===== src/rtl/hazard_forward_unit_pkg.sv =====
// Shared definitions for the forwarding / load-use hazard unit:
// parameter defaults, the regfile forward-select code and tracker field widths.
package hazard_forward_unit_pkg;

   // Default register address width (RV32: 32 architectural registers).
   localparam int DEF_REG_AW     = 5;
   // Default number of source operands per instruction.
   localparam int DEF_NUM_SRC    = 2;
   // Default number of post-EX stages able to forward.
   localparam int DEF_FWD_STAGES = 2;
   // Default number of slots after EX before load data is forwardable.
   localparam int DEF_LOAD_LAT   = 1;
   // Default stall counter width.
   localparam int DEF_CNT_W      = 32;

   // Forward select value meaning "take the operand from the register file".
   localparam int FWD_SEL_REGFILE = 0;

   // Tracker entry field widths: {v, rd, we, ld}; rd uses the module's REG_AW.
   localparam int TRK_V_W  = 1;
   localparam int TRK_WE_W = 1;
   localparam int TRK_LD_W = 1;

   // Forward select width for a given number of forwarding stages.
   function automatic int fwd_sel_width(input int fwd_stages);
      return (fwd_stages < 1) ? 1 : $clog2(fwd_stages + 1);
   endfunction

endpackage


===== src/rtl/hazard_forward_unit_src_match.sv =====
// Per-source matcher: compares one EX source and one ID source against the
// in-flight writer tracker. Produces the EX forward select (youngest producer
// wins), the ID load-use hit, and a flag for a load forwarded too early.
module hfu_src_match
   import hazard_forward_unit_pkg::*;
#(
   parameter int REG_AW     = DEF_REG_AW,
   parameter int FWD_STAGES = DEF_FWD_STAGES,
   parameter int LOAD_LAT   = DEF_LOAD_LAT,
   parameter int SEL_W      = fwd_sel_width(DEF_FWD_STAGES)
) (
   input  logic [REG_AW-1:0]                 ex_addr,
   input  logic [REG_AW-1:0]                 id_addr,
   input  logic                              id_used,
   input  logic [FWD_STAGES:0]               trk_v,
   input  logic [FWD_STAGES:0]               trk_we,
   input  logic [FWD_STAGES:0]               trk_ld,
   input  logic [FWD_STAGES:0][REG_AW-1:0]   trk_rd,
   output logic [SEL_W-1:0]                  fwd_sel,
   output logic                              load_hit,
   output logic                              ex_ld_early
);

   // EX operand only ever looks at post-EX slots; ID only at slots younger than LOAD_LAT.
   logic [FWD_STAGES:1] ex_hit;
   logic [LOAD_LAT-1:0] id_hit;

   // Load flags of slots old enough to forward are never needed here.
   logic unused_ld;
   assign unused_ld = ^trk_ld[FWD_STAGES:LOAD_LAT+1];

   // Slot-by-slot address match; x0 writers never match anything.
   always_comb begin
      ex_hit = '0;
      id_hit = '0;
      for (int k = 1; k <= FWD_STAGES; k++) begin
         ex_hit[k] = trk_v[k] && trk_we[k] && (trk_rd[k] == ex_addr) && (ex_addr != '0);
      end
      for (int j = 0; j < LOAD_LAT; j++) begin
         id_hit[j] = trk_v[j] && trk_we[j] && (trk_rd[j] == id_addr) && (id_addr != '0);
      end
   end

   // Priority select: scan oldest to youngest so the youngest match is written last.
   always_comb begin
      fwd_sel = SEL_W'(FWD_SEL_REGFILE);
      for (int k = FWD_STAGES; k >= 1; k--) begin
         if (ex_hit[k]) begin
            fwd_sel = SEL_W'(k);
         end
      end
   end

   // Load-use hit: an actually-read ID source depends on a load still inside its latency window.
   always_comb begin
      load_hit = 1'b0;
      for (int j = 0; j < LOAD_LAT; j++) begin
         if (id_used && id_hit[j] && trk_ld[j]) begin
            load_hit = 1'b1;
         end
      end
   end

   // A valid EX instruction forwarding from a load whose data is not ready yet.
   always_comb begin
      ex_ld_early = 1'b0;
      for (int k = 1; k <= LOAD_LAT; k++) begin
         if (trk_v[0] && ex_hit[k] && trk_ld[k]) begin
            ex_ld_early = 1'b1;
         end
      end
   end

endmodule


===== src/rtl/hazard_forward_unit.sv =====
// Forwarding and load-use hazard unit for the RV32 pipeline.
// Shadows in-flight writers (slot 0 = EX, slots 1..FWD_STAGES = post-EX),
// drives per-source EX forward selects, the ID load-use stall and a
// saturating stall-cycle counter.
//
// Issue handshake: iss_valid is the ID-side valid, !stall is the ready.
// An instruction is accepted into EX on a rising edge where
// iss_valid && !stall && !flush; otherwise a bubble (v=0) enters slot 0.
// iss_* may change freely while not accepted. flush overrides stall.
module hazard_forward_unit
   import hazard_forward_unit_pkg::*;
#(
   parameter int REG_AW     = DEF_REG_AW,
   parameter int NUM_SRC    = DEF_NUM_SRC,
   parameter int FWD_STAGES = DEF_FWD_STAGES,
   parameter int LOAD_LAT   = DEF_LOAD_LAT,
   parameter int CNT_W      = DEF_CNT_W
) (
   input  logic                                         clk,
   input  logic                                         rst,
   input  logic                                         flush,
   input  logic                                         iss_valid,
   input  logic [REG_AW-1:0]                            iss_rd,
   input  logic                                         iss_we,
   input  logic                                         iss_is_load,
   input  logic [NUM_SRC*REG_AW-1:0]                    id_rs,
   input  logic [NUM_SRC-1:0]                           id_rs_used,
   input  logic [NUM_SRC*REG_AW-1:0]                    ex_rs,
   output logic [NUM_SRC*fwd_sel_width(FWD_STAGES)-1:0] fwd_sel,
   output logic                                         stall,
   output logic [CNT_W-1:0]                             stall_count
);

   localparam int SEL_W = fwd_sel_width(FWD_STAGES);

   // Tracker: one {v, rd, we, ld} entry per slot.
   logic [FWD_STAGES:0]             trk_v_q,  trk_v_d;
   logic [FWD_STAGES:0]             trk_we_q, trk_we_d;
   logic [FWD_STAGES:0]             trk_ld_q, trk_ld_d;
   logic [FWD_STAGES:0][REG_AW-1:0] trk_rd_q, trk_rd_d;

   logic [CNT_W-1:0] stall_count_q, stall_count_d;

   logic [NUM_SRC-1:0] load_hit;
   logic [NUM_SRC-1:0] ex_ld_early;
   logic               issue_fire;

   // One matcher per source operand.
   for (genvar i = 0; i < NUM_SRC; i++) begin : g_src
      hfu_src_match #(
         .REG_AW     (REG_AW),
         .FWD_STAGES (FWD_STAGES),
         .LOAD_LAT   (LOAD_LAT),
         .SEL_W      (SEL_W)
      ) u_src_match (
         .ex_addr     (ex_rs[i*REG_AW +: REG_AW]),
         .id_addr     (id_rs[i*REG_AW +: REG_AW]),
         .id_used     (id_rs_used[i]),
         .trk_v       (trk_v_q),
         .trk_we      (trk_we_q),
         .trk_ld      (trk_ld_q),
         .trk_rd      (trk_rd_q),
         .fwd_sel     (fwd_sel[i*SEL_W +: SEL_W]),
         .load_hit    (load_hit[i]),
         .ex_ld_early (ex_ld_early[i])
      );
   end

   // Stall when any read source needs a too-young load; a redirect kills the stall.
   always_comb begin
      stall      = iss_valid && !flush && (|load_hit);
      issue_fire = iss_valid && !stall && !flush;
   end

   // Tracker next state: age every slot by one, fill slot 0 with the accepted issue or a bubble.
   always_comb begin
      trk_v_d  = '0;
      trk_we_d = '0;
      trk_ld_d = '0;
      trk_rd_d = '0;
      for (int k = 1; k <= FWD_STAGES; k++) begin
         trk_v_d[k]  = trk_v_q[k-1];
         trk_we_d[k] = trk_we_q[k-1];
         trk_ld_d[k] = trk_ld_q[k-1];
         trk_rd_d[k] = trk_rd_q[k-1];
      end
      if (issue_fire) begin
         trk_v_d[0]  = 1'b1;
         trk_we_d[0] = iss_we;
         trk_ld_d[0] = iss_is_load;
         trk_rd_d[0] = iss_rd;
      end
   end

   // Stall counter next state: count stall cycles, stick at all-ones.
   always_comb begin
      stall_count_d = stall_count_q;
      if (stall && (stall_count_q != {CNT_W{1'b1}})) begin
         stall_count_d = stall_count_q + 1'b1;
      end
   end

   // Tracker and counter registers; reset empties the tracker so stall drops at once.
   always_ff @(posedge clk or posedge rst) begin
      if (rst) begin
         trk_v_q       <= '0;
         trk_we_q      <= '0;
         trk_ld_q      <= '0;
         trk_rd_q      <= '0;
         stall_count_q <= '0;
      end else begin
         trk_v_q       <= trk_v_d;
         trk_we_q      <= trk_we_d;
         trk_ld_q      <= trk_ld_d;
         trk_rd_q      <= trk_rd_d;
         stall_count_q <= stall_count_d;
      end
   end

   assign stall_count = stall_count_q;

`ifndef SYNTHESIS
   // A load inside its latency window must never be a forwarding source for EX.
   always @(posedge clk) begin
      if (!rst) begin
         assert (ex_ld_early == '0)
            else $error("hazard_forward_unit: EX forwards from a load before its data is ready");
      end
   end
`endif

endmodule


===== config.mk =====
export PLATFORM = sky130hd
export DESIGN_NAME = hazard_forward_unit
export DESIGN_NICKNAME = d
export VERILOG_FILES = /design/src/rtl/hazard_forward_unit_pkg.sv /design/src/rtl/hazard_forward_unit_src_match.sv /design/src/rtl/hazard_forward_unit.sv
export SDC_FILE = /design/constraint.sdc
export NUM_CORES = 1
export LEC_CHECK = 0
export ABC_AREA = 1
export CELL_PAD_IN_SITES_DETAIL_PLACEMENT = 0
export CELL_PAD_IN_SITES_GLOBAL_PLACEMENT = 1
export CORE_MARGIN = 1
export CORE_UTILIZATION = 33
export CTS_BUF_LIST = sky130_fd_sc_hd__clkbuf_16
export CTS_CLUSTER_SIZE = 12
export DETAILED_ROUTE_END_ITERATION = 7
export PLACE_DENSITY_LB_ADDON = 0.1
export SYNTH_ARGS = -nofsm -noshare
export SYNTH_HDL_FRONTEND = slang
export SYNTH_SLANG_ARGS = --single-unit

===== constraint.sdc =====
create_clock -name clk -period 1.83 [get_ports clk]
set_clock_uncertainty 0.15 [all_clocks]
set_input_delay 0.2745 -clock clk [delete_from_list [all_inputs] [get_ports clk]]
set_output_delay 0.2745 -clock clk [all_outputs]
set_load 0.01 [all_outputs]

After elaboration in Yosys (flattened, before gate mapping)
Cells that the tools add are included.
- register bits: 54
- bits of input ports: 33
- output and inout port bits: 37
- word-level logic and storage cells: 56
- add/subtract/negate cells: 1
- eq/ne operators: 7
- mux-type cells: 10
- reductions and logical operators: 31
- operators by type and width (operator ; count):
    32-bit by 1-bit adder with 32-bit output, second input constant ; 1
    32-bit != test, second input constant ; 1
    5-bit == test ; 6
    1-bit logical AND ; 24
    5-bit nonzero test ; 4
    2-bit 2-to-1 mux ; 4
    1-bit 2-to-1 mux ; 5
    5-bit 2-to-1 mux ; 1
    1-bit zero test ; 2
    2-bit OR reduction ; 1

Depth between registers and ports, before layout
Gate-level depths: netlist of the first run.
- depth after elaboration: 12
- gate-level depth with buffers: 12
- gate-level depth less buffers: 11

By module
A second synthesis of the first run with hierarchy kept.
- cell total of the unflattened synthesis: 542
- area, all modules: 3515.9 µm²
- modules (own cells, without submodules) (module ; instances ; cells each ; area an instance (µm²) ; seq. area each (µm²)):
    hazard_forward_unit ; 1 ; 374 ; 2820.2 ; 1401.3
    hfu_src_match ; 2 ; 84 ; 347.8 ; 0.0

Worst setup path after synthesis of the first run
Ideal clock, no wire load.
- path kind: register to register
- from: reg stall_count_q[0], in the netlist stall_count[0]
- to: reg stall_count_q[0], in the netlist stall_count[0]
- setup time: 128 ps
- data arrival time: 1709 ps
- required time: 1552 ps
- slack: -157 ps
- stages on the path, launching flop included: 11
- path buffers: 1
- period minus slack after synthesis: 1987 ps
- cells stage by stage: dfrtp_1 > ha_1 > nand3_4 > nor3_4 > nand2_2 > nor2_4 > nand2_2 > nor2_4 > nor2_4 > buf_6 > xor2_1
- word-level cells in the longest chain between the ends: 2
- elaborated cells between the ends (all ways): 3
- those cells by class: add/sub (1); eq/ne (1); reduce/logical (1)
- RTL lines (what ; RTL line ; source):
    from (decl) ; hazard_forward_unit.sv:42 ; logic [CNT_W-1:0] stall_count_q, stall_count_d;
    from (signal assigned) ; hazard_forward_unit.sv:116 ; stall_count_q <= stall_count_d;
    branches (longest 2 deep; another with 32-bit by 1-bit adder with 32-bit output) ; -- ;
Parallel ways; which one is timed is not known.
A chain may end at the register's enable or synchronous reset.

Worst setup path in the final report of the first run
- from: reg trk_rd_q (netlist bit trk_rd_d[5])
- to: out stall
- word-level cells in the longest chain between the ends: 8
- elaborated cells between the ends (all ways): 14
- those cells by class: eq/ne (2); mux (2); reduce/logical (10)
- RTL lines (what ; RTL line ; source):
    from (decl) ; hazard_forward_unit.sv:40 ; logic [FWD_STAGES:0][REG_AW-1:0] trk_rd_q, trk_rd_d;
    from (signal assigned) ; hazard_forward_unit.sv:115 ; trk_rd_q <= trk_rd_d;
    5-bit == test ; hazard_forward_unit_src_match.sv:40 ; id_hit[j] = trk_v[j] && trk_we[j] && (trk_rd[j] == id_addr) && (id_addr != '0);
    1-bit logical AND (2 in a row) ; hazard_forward_unit_src_match.sv:40 ;
    1-bit logical AND (2 in a row) ; hazard_forward_unit_src_match.sv:58 ; if (id_used && id_hit[j] && trk_ld[j]) begin
    1-bit 2-to-1 mux ; hazard_forward_unit_src_match.sv:58 ;
    2-bit OR reduction (*) ; hazard_forward_unit.sv:71 ; stall = iss_valid && !flush && (|load_hit);
    1-bit logical AND (*) ; hazard_forward_unit.sv:71 ;
    to (decl) ; hazard_forward_unit.sv:30 ; output logic stall,
Mark *: on every way between the ends. The rest lies on a longest branch, timed or not.

==> impl_metrics.tcl, run 1 <==
set metrics [dict create \
    maxCapViolations 0 \
    cp-end-kind "output port" \
    core_sq_um 9680 \
    utilization 0.573 \
    cpPeakStageDelay_ns 0.41 \
    drt_iter0_markers 59 \
    finalCriticalPeriod_ns 2.06 \
    synth_largest_area_cell "dfrtp_1" \
    cts_tree "yes" \
    worstPathArrival_ns 1.64 \
    hold_violations 0 \
    antenna_left 0 \
    htreeDepth 2 \
    antenna_found_initial 0 \
    ys_ff_latch 54 \
    start_util 0.339 \
    finalWorstSetupSlack_ns -0.230 \
    violations "negative setup slack" \
    drc 0 \
    final_area_sq_um 5550 \
    place_hpwl_um 6980 \
    power.leakage_nw 2.88 \
    io_buffers 69 \
    min_path_type "in2async" \
    synthesis.nets 487 \
    routed_via_density 4.49 \
    synth_common_cells "nand2_1 (161), inv_1 (59), dfrtp_1 (54)" \
    die_area_sq_um 10300 \
    dp_cells 743 \
    fmax_mhz 485 \
    r2r_cells 13 \
    dr.pass1.iters 4 \
    globalplace.congestion 0.908 \
    cp_common_cell "buf_6" \
    fp.dieW_um 102 \
    nets 678 \
    groute.usage.overall 0.194 \
    die_h_um 102 \
    cts.hold.buffers_added 0 \
    grt_pass1_wl_um 15800 \
    cts_buffer_depth 2 \
    irDropWorstVdd_uv 399 \
    slew_headroom 0.696 \
    grt_max_degree 33 \
    r2r_slack_ns -0.19 \
    clkLatencyLatePin_ns 0.30 \
    rsz0062_at_grt "yes" \
    ys_types 30 \
    crit_chain "buf_6, nand2_2, and3_4, nand4_1, nand2_2, nand3_4, buf_6, inv_4, buf_6" \
    slowest_stage "dfrtp_1" \
    antenna_cells 0 \
    hold_slack_ns 0.191 \
    cts-root-buf "clkbuf_16" \
    rows 36 \
    path_max_fanout 2 \
    grt_pass1_vias 3447 \
    finalPower_mw 2.48 \
    instances_no_fill 778 \
    slew_viol_final 0 \
    wire_per_inst_um 12.2 \
    syn_area_sq_um 3280 \
    pre_cts_ws_ns -0.756 \
    status "finished with violations" \
    worst_pin_slew_ns 0.456 \
    vias 3497 \
    power.density_nw_per_um2 447 \
    met2_length_um 4490 \
    ys.flop_type "dfrtp_1" \
    avgSynthCellArea_sq_um 7.24 \
    overflow 0 \
    post_dp_cell_area_sq_um 4810 \
    synth_area_leaders "dfrtp_1 (41%), nand2_1 (18%), inv_1 (6.8%), nor2_1 (6.0%), nand3b_1 (3.9%)" \
    syn_inst 453 \
    drt-total-wl_um 9510 \
    synth_most_common_cell "nand2_1" \
    rr_startpoint "trk_rd_d[5]$_DFF_PP0_" \
    r2r-end "stall_count[5]$_DFFE_PP0P_" \
    pin_count 70 \
    timing.setup.tns_ns -4.59 \
    synth_edf_count 0 \
    ys_seq_area_frac 0.412 \
    synth_top_cell_area_share 0.412 \
    cts.sinks 54 \
    drive_gt1_frac 0.353 \
    cp.required_ns 1.41 \
    worstSetupStartpointType "register" \
    clk_pin_slew_ns 0.07 \
    highest_layer "met4" \
    fin_crit_sh 1.13 \
    criticalPathCategory "reg2out" \
    cts_buffers 5 \
    m1WireLength_um 4710 \
    met3_wirelength_um 238 \
    setup_viol 30 \
    area_growth_pct 69.2 \
    synth_warnings 0 \
    synthArstFlopShare 1.00 \
]
## how the worst max path moves through the flow
stage	start	end	slack, ns	cells after the start
final	trk_rd_d[5]$_DFF_PP0_	stall	-0.23	9
after global routing	stall_count[1]$_DFFE_PP0P_	stall_count[11]$_DFFE_PP0P_	-0.31	12
after CTS	trk_rd_d[12]$_DFF_PP0_	fwd_sel[3]	-0.34	6
after detailed placement	ex_rs[7]	fwd_sel[2]	-0.76	6
after global placement	ex_rs[6]	fwd_sel[3]	-0.69	6
after floorplan	rst	stall_count[0]$_DFFE_PP0P_	-0.03	1
## final cells by class
| class | instances | area [sq um] |
|---|---|---|
| Fill cell | 917 | 4140 |
| Multi-Input combinational cell | 332 | 1950 |
| Timing Repair Buffer | 188 | 1680 |
| Sequential cell | 54 | 1360 |
| Inverter | 63 | 241 |
| Tap cell | 133 | 166 |
| Clock buffer | 5 | 125 |
| Clock inverter | 3 | 25.0 |
## power by group
part           switching [mW]  internal, mW  leakage [nW]
sequential             0.0187          1.21         0.733
combinational           0.129         0.145          2.07
clock                   0.460         0.516        0.0704
## metal layers
layer,global-route usage,up-vias
met1,0.265,1624
met5,0,-
met2,0.328,54
met3,0.0248,8
met4,0.0390,0
li1,-,1811
## cells in the final DEF, fill, tap and decap left out, drive strengths merged
| cell | netlist | final |
|---|---|---|
| nand3 | 28 | 28 |
| or2 | 2 | 2 |
| nor2 | 58 | 58 |
| nor3 | 11 | 11 |
| nor3b | 1 | 1 |
| clkinvlp | 0 | 1 |
| dlymetal6s2s | 0 | 6 |
| and3 | 1 | 1 |
| inv | 63 | 64 |
| dlygate4sd2 | 0 | 11 |
| clkinv | 0 | 1 |
| xor2 | 13 | 13 |
| a2111o | 1 | 1 |
| nand2 | 164 | 164 |
| nand4 | 16 | 16 |
| xnor2 | 6 | 6 |
| buf | 4 | 125 |
| ha | 1 | 1 |
| dfrtp | 54 | 54 |
| nand3b | 17 | 17 |
| clkdlybuf4s50 | 0 | 46 |
| o22ai | 3 | 3 |
| o21ai | 2 | 2 |
| clkbuf | 0 | 5 |
| o221ai | 1 | 1 |
| nor4 | 3 | 3 |
| a21oi | 3 | 3 |
| a211oi | 1 | 1 |
## logic make-up (layout without fill, tap and decap cells)
family / count (synthesis) / in the layout / synth area share
compound gates: 11 / 11 / 0.0218
xor+xnor: 19 / 19 / 0.0508
fa+ha+maj: 1 / 1 / 0.00382
buf+inv: 67 / 259 / 0.0859
flops: 54 / 54 / 0.412
simple gates: 301 / 301 / 0.426
## state kept, by name (all words and copies together) (netlist names)
signal and cells:
stall_count 32, trk_rd_d 10, trk_rd_q 5, trk_v_q 3, trk_we_q 3, trk_ld_q 1
## worst max-delay path, delay by kind of cell, from the launching register on
family	cells	cell delay [ns]
buffers and inverters	4	0.40
DFF	1	0.41
and+or+nand+nor	5	0.55
## repair_timing
action	CTS	global route
endpoints found under the hold margin	0	0
endpoints found under the setup margin	39	48
setup buffers	25	14
pin swaps	31	43
gates resized for setup	85	65
cloned	3	0
Power figures use the tool's default switching activity.
==> run 2: changes to the inputs <==
--- a/config.mk
+++ b/config.mk
@@ -8,7 +8,7 @@
 export ABC_AREA = 1
 export CELL_PAD_IN_SITES_DETAIL_PLACEMENT = 0
 export CELL_PAD_IN_SITES_GLOBAL_PLACEMENT = 1
-export CORE_MARGIN = 1
+export CORE_MARGIN = 2
 export CORE_UTILIZATION = 33
 export CTS_BUF_LIST = sky130_fd_sc_hd__clkbuf_16
 export CTS_CLUSTER_SIZE = 12
==> impl_metrics.tcl, run 2 (synthesis results as in run 1) <==
set metrics [dict create \
    fp.dieW_um 104 \
    cts-root-buf "clkbuf_16" \
    grt_pass1_vias 3422 \
    setup_viol 30 \
    worst_pin_slew_ns 0.331 \
    area_growth_pct 68.2 \
    cts_tree "yes" \
    crit_buf_inv 4 \
    cts_buffer_depth 2 \
    drt-total-wl_um 9640 \
    rsz0062_at_grt "yes" \
    groute.usage.overall 0.184 \
    antenna_found_initial 0 \
    fmax_mhz 488 \
    cp_common_cell "buf_6" \
    cts.hold.buffers_added 0 \
    mostFrequentLayoutCells "nand2_1 (118), buf_4 (93), inv_1 (50)" \
    largest_reg_flops 32 \
    hold_slack_ns 0.197 \
    maxCapViolations 0 \
    irDropWorstVdd_uv 388 \
    globalplace.congestion 0.881 \
    die_h_um 104 \
    dr.pass1.iters 4 \
    final_common_cell "nand2_1" \
    clk_pin_slew_ns 0.08 \
    finalCriticalPeriod_ns 2.05 \
    htreeDepth 2 \
    core_sq_um 9730 \
    grt_max_degree 55 \
    r2r_slack_ns -0.22 \
    antenna_left 0 \
    crit_chain "buf_6, nand2_2, and3_1, nand4_1, nand2_1, nand3_2, buf_6, inv_2, buf_6" \
    wire_per_inst_um 12.5 \
    place_hpwl_um 6970 \
    cts.sinks 54 \
    power.leakage_nw 2.88 \
    clkLatencyLatePin_ns 0.30 \
    nets 672 \
    path_max_fanout 2 \
    pin_count 70 \
    post_dp_cell_area_sq_um 4790 \
    slew_viol_final 0 \
    criticalPathCategory "reg2out" \
    hold_violations 0 \
    cp-end-kind "output port" \
    utilization 0.567 \
    status "finished with violations" \
    grt_pass1_wl_um 16400 \
    violations "negative setup slack" \
    worstSetupStartpointType "register" \
    worstPathArrival_ns 1.63 \
    overflow 0 \
    vias 3489 \
    drt_iter0_markers 116 \
    slew_headroom 0.777 \
    rows 36 \
    finalWorstSetupSlack_ns -0.221 \
    cpPeakStageDelay_ns 0.42 \
    final_area_sq_um 5510 \
    drive_gt1_frac 0.362 \
    min_path_type "in2async" \
    cts_buffers 5 \
    routed_via_density 4.52 \
    critPathTopFamily "simple AND/OR/NAND/NOR gates" \
    slowest_stage "dfrtp_1" \
    antenna_cells 0 \
    power.density_nw_per_um2 453 \
    die_area_sq_um 10700 \
    fin_crit_sh 1.12 \
    cp.required_ns 1.41 \
    start_util 0.337 \
    drc 0 \
    io_buffers 69 \
]
## run 2: changes by cell type in the layout (fill, tap and decap cells not counted), moves of 5 or more
cell and change:
buf_4 -7, nand2_1 -10, inv_2 +5, nand2_2 +9, buf_6 -6
## run 2: worst paths after layout
path,cells past startpoint,start,end
worst max-delay path,9,trk_rd_d[5]$_DFF_PP0_,stall
worst min-delay path,3,rst,stall_count[24]$_DFFE_PP0P_
worst max register to register,13,trk_rd_d[5]$_DFF_PP0_,stall_count[17]$_DFFE_PP0P_
worst min register to register,0,trk_we_q[1]$_DFF_PP0_,trk_we_q[2]$_DFF_PP0_
max in group asynchronous,3,rst,stall_count[0]$_DFFE_PP0P_
min in group clk,0,trk_we_q[1]$_DFF_PP0_,trk_we_q[2]$_DFF_PP0_
## run 2: metal layers
layer | up-vias | wire (um) | GRT usage
li1 | 1800 | - | -
met1 | 1630 | 4760 | 0.265
met2 | 48 | 4520 | 0.298
met3 | 11 | 224 | 0.0214
met4 | 0 | 128 | 0.0415
met5 | - | 0 | 0
## run 2: area by class of cell
type | count | area [sq um]
Multi-Input combinational cell | 332 | 1920
Clock buffer | 5 | 125
Timing Repair Buffer | 182 | 1680
Fill cell | 983 | 4220
Sequential cell | 54 | 1360
Tap cell | 133 | 166
Inverter | 63 | 236
Clock inverter | 3 | 28.8
## run 2: through the flow
stage                     power, mW  std cells  TNS (ns)  setup WS (ns)
after global routing           2.63        772     -9.17         -0.345
after CTS                      2.53        762     -5.51         -0.336
after floorplan                1.34        453   -0.0954        -0.0284
after global placement         1.50        737    -15.29         -0.681
final                          2.50        772     -5.15         -0.221
after detailed placement       1.51        737    -16.56         -0.743
## run 2: power breakdown
part / total, mW / switching, mW / internal (mW)
clock network: 1.01 / 0.482 / 0.526
registers: 1.23 / 0.0182 / 1.21
logic: 0.260 / 0.121 / 0.139
## run 2: worst reg2reg max path, stage by stage (launching register included)
cell,delay [ns]
dfrtp_1,0.42
buf_6,0.13
nand2_2,0.06
and3_1,0.14
nand4_1,0.10
nand2_1,0.10
nand3_2,0.11
buf_6,0.16
buf_6,0.12
nor2_4,0.16
buf_12,0.15
nand2_4,0.05
nand2_2,0.06
nand2_1,0.04
## run 2: what timing repair did
action	4_1_cts	5_1_grt
gates cloned	5	0
endpoints found under the setup margin	39	42
pin swaps	31	40
setup buffers	20	14
resized for setup	82	69
endpoints found under the hold margin	0	0
==> run 3: changes to the inputs <==
--- a/config.mk
+++ b/config.mk
@@ -9,7 +9,7 @@
 export CELL_PAD_IN_SITES_DETAIL_PLACEMENT = 0
 export CELL_PAD_IN_SITES_GLOBAL_PLACEMENT = 1
 export CORE_MARGIN = 2
-export CORE_UTILIZATION = 33
+export CORE_UTILIZATION = 39
 export CTS_BUF_LIST = sky130_fd_sc_hd__clkbuf_16
 export CTS_CLUSTER_SIZE = 12
 export DETAILED_ROUTE_END_ITERATION = 7
==> constraint.sdc (replaced) <==
create_clock -name clk -period 2.4 [get_ports clk]
set_clock_uncertainty 0.15 [all_clocks]
set_input_delay 0.72 -clock clk [delete_from_list [all_inputs] [get_ports clk]]
set_output_delay 0.72 -clock clk [all_outputs]
set_load 0.01 [all_outputs]
==> impl_metrics.tcl, run 3 (synthesis results as in run 1) <==
set metrics [dict create \
    worstSetupStartpoint "ex_rs[7]" \
    die_area_sq_um 9150 \
    utilization 0.600 \
    overflow 0 \
    hold_depth 0 \
    start_util 0.401 \
    slew_headroom 0.754 \
    grt_pass1_wl_um 15400 \
    grt_max_degree 20 \
    finalCriticalPeriod_ns 2.65 \
    cp.required_ns 1.53 \
    r2r_cells 15 \
    htreeDepth 2 \
    worstPathArrival_ns 1.78 \
    groute.usage.overall 0.214 \
    top_usage_layer "met2" \
    clk_pin_slew_ns 0.07 \
    final_common_cell "nand2_1" \
    globalplace.congestion 0.810 \
    final_area_sq_um 4910 \
    io_buffers 69 \
    use_met1 0.290 \
    dr.pass1.iters 4 \
    antenna_cells 0 \
    drt-total-wl_um 9120 \
    drt_iter0_markers 112 \
    path_max_fanout 3 \
    clkLatencyLatePin_ns 0.29 \
    min_path_type "reg2reg" \
    finalWorstSetupSlack_ns -0.251 \
    r2r_slack_ns 0.12 \
    r2r-end "stall_count[4]$_DFFE_PP0P_" \
    rows 33 \
    nFillCells 753 \
    worst_pin_slew_ns 0.368 \
    fp.dieW_um 95.7 \
    fin_crit_sh 1.10 \
    met2_usage 0.360 \
    status "finished with violations" \
    cts_buffer_depth 2 \
    die_h_um 95.7 \
    hold_slack_ns 0.223 \
    area_growth_pct 49.7 \
    worstSetupStartpointType "input pin" \
    rsz0062_at_grt "yes" \
    maxCapViolations 0 \
    drc 0 \
    core_sq_um 8180 \
    nets 631 \
    cp-end-kind "output port" \
    place_hpwl_um 6520 \
    setup_viol 5 \
    hold_violations 0 \
    drive_gt1_frac 0.290 \
    antenna_found_initial 0 \
    routed_via_density 4.79 \
    cts-root-buf "clkbuf_16" \
    vias 3360 \
    globalRouteMet3Util 0.0340 \
    irDropWorstVdd_uv 291 \
    power.density_nw_per_um2 385 \
    finalPower_mw 1.89 \
    antenna_left 0 \
    cts_tree "yes" \
    critical_path.endpoint "fwd_sel[3]" \
    criticalPathCategory "in2out" \
    grt_pass1_vias 3316 \
    mostFrequentLayoutCells "nand2_1 (146), buf_4 (59), dfrtp_1 (54)" \
    wire_per_inst_um 13.0 \
    cts_buffers 5 \
    post_dp_cell_area_sq_um 4410 \
    rr_startpoint "trk_rd_d[5]$_DFF_PP0_" \
    largest_reg_flops 32 \
    power.leakage_nw 2.43 \
    cts.sinks 54 \
    slew_viol_final 0 \
    pin_count 70 \
    violations "negative setup slack" \
    fmax_mhz 377 \
]
run 3: per-stage QoR:
step                      TNS [ns]  cells  setup WS [ns]
after global routing         -1.03    702         -0.315
final                       -0.739    702         -0.251
after global placement      -11.84    665          -1.01
after floorplan            -0.0580    453        -0.0580
after detailed placement    -12.80    665          -1.02
after CTS                   -0.993    702         -0.269
run 3: cell type report:
class	instances	area [sq um]	area share
Clock inverter	2	10.0	0.00204
Clock buffer	5	125	0.0255
Timing Repair Buffer	141	1250	0.254
Tap cell	105	131	0.0268
Inverter	63	246	0.0502
Sequential cell	54	1350	0.275
Multi-Input combinational cell	332	1800	0.366
run 3: repair_timing:
action / CTS / global route
gates cloned: 2 / 0
buffers inserted: 30 / 6
pin swaps: 35 / 30
endpoints found under the setup margin: 16 / 38
resized for setup: 145 / 46
endpoints found under the hold margin: 0 / 0
hold buffers: 0 / 0
run 3: worst min-delay path by stage:
stage	from	end
detailed placement	trk_v_q[1]$_DFF_PP0_	trk_v_q[2]$_DFF_PP0_
finish	trk_v_q[1]$_DFF_PP0_	trk_v_q[2]$_DFF_PP0_
global route	trk_v_q[1]$_DFF_PP0_	trk_v_q[2]$_DFF_PP0_
CTS	trk_v_q[1]$_DFF_PP0_	trk_v_q[2]$_DFF_PP0_
floorplan	trk_we_q[1]$_DFF_PP0_	trk_we_q[2]$_DFF_PP0_
global placement	trk_v_q[1]$_DFF_PP0_	trk_v_q[2]$_DFF_PP0_
run 3: critical path, cell delays in order:
cell	delay, ns
buf_8	0.10
buf_6	0.11
buf_6	0.11
nor4_4	0.27
buf_4	0.16
nor4_2	0.04
nand3_1	0.09
nor2_1	0.04
buf_2	0.14
run 3: power by group:
| group | internal [mW] | switching [mW] |
|---|---|---|
| registers | 0.924 | 0.0142 |
| logic | 0.141 | 0.111 |
| clock network | 0.378 | 0.319 |
run 3: layer usage:
metal  part of all wire  vias up
li1                   -     1712
met2               0.49       67
met1               0.46     1573
met3              0.040        8
met5                  0        -
met4              0.011        0
